<file path="src/rtl/fp_mul_arbiter.sv">
// fp_mul_arbiter: round-robin sharing of one multi-cycle FP multiplier between two requesters.
// One operation in flight; results return with a valid pulse, or TO_RESULT after a timeout.
`default_nettype none

module fp_mul_arbiter #(
    parameter int          TIMEOUT_CYCLES = 32,
    parameter logic [31:0] TO_RESULT      = 32'h7FC00000
) (
    input  logic        clk,
    input  logic        rst,
    input  logic        a_req,
    input  logic [31:0] a_op1,
    input  logic [31:0] a_op2,
    output logic        a_ack,
    output logic        a_valid,
    input  logic        b_req,
    input  logic [31:0] b_op1,
    input  logic [31:0] b_op2,
    output logic        b_ack,
    output logic        b_valid,
    output logic [31:0] res_out,
    output logic        timeout,
    output logic        busy,
    output logic        mul_ready,
    output logic [31:0] mul_op1,
    output logic [31:0] mul_op2,
    input  logic [31:0] mul_res,
    input  logic        mul_done
);

    localparam int               CNT_W    = $clog2(TIMEOUT_CYCLES);
    localparam logic [CNT_W-1:0] CNT_LAST = CNT_W'(TIMEOUT_CYCLES - 1);
    localparam logic [CNT_W-1:0] CNT_ONE  = CNT_W'(1);

    typedef enum logic [1:0] {
        S_IDLE  = 2'd0,
        S_ISSUE = 2'd1,
        S_WAIT  = 2'd2,
        S_RESP  = 2'd3
    } state_t;

    state_t           state_q;
    logic [CNT_W-1:0] cnt_q;
    logic             last_b_q;
    logic             mul_ready_q;
    logic             a_valid_q;
    logic             b_valid_q;
    logic             timeout_q;
    logic [31:0]      res_q;
    logic [31:0]      op1_q;
    logic [31:0]      op2_q;

    logic             grant_a_d;
    logic             grant_b_d;

    // Under contention the requester that was not granted last wins.
    always_comb begin
        grant_a_d = 1'b0;
        grant_b_d = 1'b0;
        if (state_q == S_IDLE) begin
            grant_a_d = a_req & (~b_req | last_b_q);
            grant_b_d = b_req & ~grant_a_d;
        end
    end

    // Ack is asserted in the IDLE cycle whose closing edge captures the operands.
    assign a_ack = grant_a_d & ~rst;
    assign b_ack = grant_b_d & ~rst;

    always_ff @(posedge clk or posedge rst) begin
        if (rst) begin
            state_q     <= S_IDLE;
            cnt_q       <= '0;
            last_b_q    <= 1'b1;
            mul_ready_q <= 1'b0;
            a_valid_q   <= 1'b0;
            b_valid_q   <= 1'b0;
            timeout_q   <= 1'b0;
            res_q       <= '0;
            op1_q       <= '0;
            op2_q       <= '0;
        end else begin
            mul_ready_q <= 1'b0;
            a_valid_q   <= 1'b0;
            b_valid_q   <= 1'b0;
            timeout_q   <= 1'b0;
            unique case (state_q)
                S_IDLE: begin
                    if (grant_a_d || grant_b_d) begin
                        op1_q       <= grant_a_d ? a_op1 : b_op1;
                        op2_q       <= grant_a_d ? a_op2 : b_op2;
                        last_b_q    <= grant_b_d;
                        mul_ready_q <= 1'b1;
                        state_q     <= S_ISSUE;
                    end
                end
                S_ISSUE: begin
                    cnt_q   <= '0;
                    state_q <= S_WAIT;
                end
                S_WAIT: begin
                    // A completion in the last allowed cycle still counts as success.
                    if (mul_done) begin
                        res_q     <= mul_res;
                        a_valid_q <= ~last_b_q;
                        b_valid_q <= last_b_q;
                        state_q   <= S_RESP;
                    end else if (cnt_q == CNT_LAST) begin
                        res_q     <= TO_RESULT;
                        a_valid_q <= ~last_b_q;
                        b_valid_q <= last_b_q;
                        timeout_q <= 1'b1;
                        state_q   <= S_RESP;
                    end else begin
                        cnt_q <= cnt_q + CNT_ONE;
                    end
                end
                S_RESP: begin
                    state_q <= S_IDLE;
                end
                default: begin
                    state_q <= S_IDLE;
                end
            endcase
        end
    end

    assign busy      = (state_q != S_IDLE);
    assign mul_ready = mul_ready_q;
    assign mul_op1   = op1_q;
    assign mul_op2   = op2_q;
    assign a_valid   = a_valid_q;
    assign b_valid   = b_valid_q;
    assign timeout   = timeout_q;
    assign res_out   = res_q;

endmodule

`default_nettype wire

</file>
<file path="config.mk">
export PLATFORM = sky130hd
export DESIGN_NAME = fp_mul_arbiter
export DESIGN_NICKNAME = d
export VERILOG_FILES = /design/src/rtl/fp_mul_arbiter.sv
export SDC_FILE = /design/constraint.sdc
export NUM_CORES = 1
export LEC_CHECK = 0
export ABC_AREA = 1
export ABC_CLOCK_PERIOD_IN_PS = 4800
export CAP_MARGIN = 40
export CORE_MARGIN = 1.5
export CORE_UTILIZATION = 38
export DETAILED_ROUTE_END_ITERATION = 8
export HOLD_SLACK_MARGIN = 0.15
export PLACE_DENSITY = 0.83
export SETUP_SLACK_MARGIN = 0.02
export SLEW_MARGIN = 30
export SYNTH_ARGS = -nofsm -noshare
export SYNTH_HDL_FRONTEND = slang
export SYNTH_SLANG_ARGS = --single-unit
</file>
<file path="constraint.sdc">
create_clock -name clk -period 4.8 [get_ports clk]
set_clock_uncertainty 0.15 [all_clocks]
set_input_delay 0.72 -clock clk [delete_from_list [all_inputs] [get_ports clk]]
set_output_delay 0.72 -clock clk [all_outputs]
set_load 0.005 [all_outputs]
</file>
==> impl_metrics.csv <==
group,metric,value,unit
run_status,status,"complete, no violations",
sta,maxSlewViolCount,0,
logic_synthesis,syn_area_per_cell,9.489,µm²
logic_synthesis,syn_area,4678,µm²
power,p_leak,0.003429,µW
logic_synthesis,ys_seq_elements,108,
global_routing,antenna_found_initial,0,
clocking,cts_setup_buffers,0,
cells_and_area,drive_gt1_share,4.533,%
clocking,htree_levels,3,
power,powerDensity,565.2,nW/µm²
placed_design,portBuffers,267,
global_routing,grt_max_degree,67,
critical_path,reg2reg_depth,6,
sta,rsz0062_at_grt,"false",
die,io-pin-count,268,
sta,period_share,77.26,%
logic_synthesis,synth_area_leaders,"dfrtp_1 57%, nand3_1 14%, nand2_1 12%",
logic_synthesis,synth_largest_area_cell,"dfrtp_1",
power,power,4359,µW
sta,period_needed,3708,ps
routing,via_per_inst,5.195,
clocking,cts_hold_buf,0,
die,die-area,12990,µm²
clocking,cts_num_sinks,108,
cells_and_area,num-nets-final,916,
logic_synthesis,synth_edf_count,0,
hold_path,hold_path_startpoint,"res_out[8]",
critical_path,cp_max_fo,27,
logic_synthesis,ys.flop_type,"dfrtp_1",
cells_and_area,fin_util,64.20,%
sta,hold_violations,0,
hold_path,min_path_type,"flop to flop",
logic_synthesis,synth_most_common_cell,"nand2_1",
logic_synthesis,ys_warn_count,0,
placed_design,dp_slack,1096,ps
clocking,cts_tree,"built",
critical_path,r2r_setup_slack,2140,ps
clocking,clk-insertion-delay-late,350,ps
logic_synthesis,synth_common_cells,"151 x nand2_1, 132 x nand3_1, 107 x dfrtp_1",
die,die_w,114.0,µm
power,ir_drop,0.3140,mV
critical_path,crit_arrival,2840,ps
routing,drc_errors,0,
flow_run,maxCapViolations,0,
routing,wl,15110,µm
cells_and_area,fin_area,7711,µm²
sta,finalSetupViolations,0,
sta,relSlewSlack,52.75,%
die,start_util,38.95,%
critical_path,crit_required,3930,ps
routing,antenna_left,0,
global_routing,grt_pass1_wl,23650,µm
logic_synthesis,synth.distinct_cells,26,
hold_path,whs_path_depth,1,
cells_and_area,antenna_cells_inserted,0,
clocking,ctsResizeCount,0,
sta,setup-tns-final,0,ps
placed_design,hpwl,10990,µm
sta,setup_slack,1092,ps
critical_path,endpoint_kind,"output pin",
logic_synthesis,async_flop_share,100.0,%
sta,tightest_slew,708.7,ps
global_routing,grt_pass1_vias,4664,
routing,drtPass1Iterations,5,
global_routing,grt_overflow,0,
logic_synthesis,syn_inst,493,
logic_synthesis,synth_nets,664,
logic_synthesis,yosys.area.top_type_share,57.23,%
die,num_rows,40,
routing,vias,4660,
clocking,cts-buffers-inserted,9,
clocking,cts-root-buf,"clkbuf_16",
critical_path,r2r_start,"state_q[1]",
die,core_area,12010,µm²
global_routing,grt_use_total,23.35,%
routing,drtIter0Drc,275,
critical_path,start_kind,"primary input",
placed_design,dpl_cell_area,7360,µm²
logic_synthesis,yosysSeqAreaShare,57.80,%
critical_path,r2r_end,"mul_op1[8]",
die,fp.dieH,114.0,µm
clocking,clockBufferDepth,2,
cells_and_area,syn_to_final_growth,64.83,%
critical_path,path_class,"primary input to output pin",
sta,fmax,269.7,MHz
routing,detail_route.wl_per_cell,16.84,µm
hold_path,hold_end,"res_out[8]",
clocking,path_clk_slew,70,ps
placed_design,place_congestion,0.7783,
[state kept, by name (all words and copies together) (netlist names)]
register   cells
mul_op1       32
mul_op2       32
res_out       32
cnt_q          5
state_q        2
a_valid        1
b_valid        1
last_b_q       1
mul_ready      1
timeout        1
[worst max path at each step]
stage                   end  cells past startpoint  start  slack (ps)
floorplan           a_valid                      1    rst        1090
global placement      a_ack                      5  b_req        1210
detailed placement    a_ack                      5  b_req        1100
CTS                   a_ack                      5  b_req        1070
global route          a_ack                      5  b_req         950
finish                a_ack                      5  b_req        1090
[layout make-up]
cell class | count | area [µm²]
fillers | 995 | 4300
repair buffers | 273 | 2718
flip-flops and latches | 108 | 2704
multi-input cells | 339 | 1697
clock buffers | 12 | 256.5
well taps | 147 | 183.9
clock inverters | 4 | 95.09
inverters | 14 | 57.56
[report_power, final]
group / leakage [µW] / internal, µW / switching, µW
logic: 0.00191 / 1110 / 818
clock network: 0.000173 / 538 / 322
registers: 0.00135 / 1330 / 241
total: 0.00343 / 2980 / 1380
[worst max-delay path, stage by stage]
cell	delay (ps)
clkdlybuf4s50_1	450
nand2_1	200
nand3_2	570
nor2_1	340
clkdlybuf4s50_1	550
[metrics by stage]
step	std cells	hold slack, ps
floorplan	493	298.3
global placement	881	313.0
detailed placement	881	331.1
CTS	897	355.4
global route	897	366.5
finish	897	351.3
[kinds of logic after synthesis]
group / count (synthesis) / synth area share, %
DFF: 108 / 57.80
AOI/OAI and AO/OA: 37 / 6.686
and+or+nand+nor: 294 / 27.39
buffers and inverters: 46 / 6.151
adders and majority gates: 6 / 1.605
xor gates and xnor gates: 2 / 0.3745
[cell usage in the layout, fill, tap and decap left out, types with 2 or more instances in the layout]
cell type	n
a22o_1	23
buf_4	6
bufinv_16	3
clkbuf_16	9
clkbuf_8	2
clkdlybuf4s50_1	267
dfrtp_1	107
ha_1	6
inv_1	8
inv_2	4
inv_4	2
nand2_1	150
nand2_2	2
nand3_1	132
nor2_1	7
o22a_1	9
[per-layer routing]
layer / vias up / track usage (%) / wire length (µm)
met5: - / 0 / 0
met4: 0 / 11.75 / 506
met3: 38 / 5.101 / 1073
met2: 218 / 38.80 / 7521
met1: 2241 / 28.79 / 6004
li1: 2163 / - / -
Power figures use the tool's default switching activity.
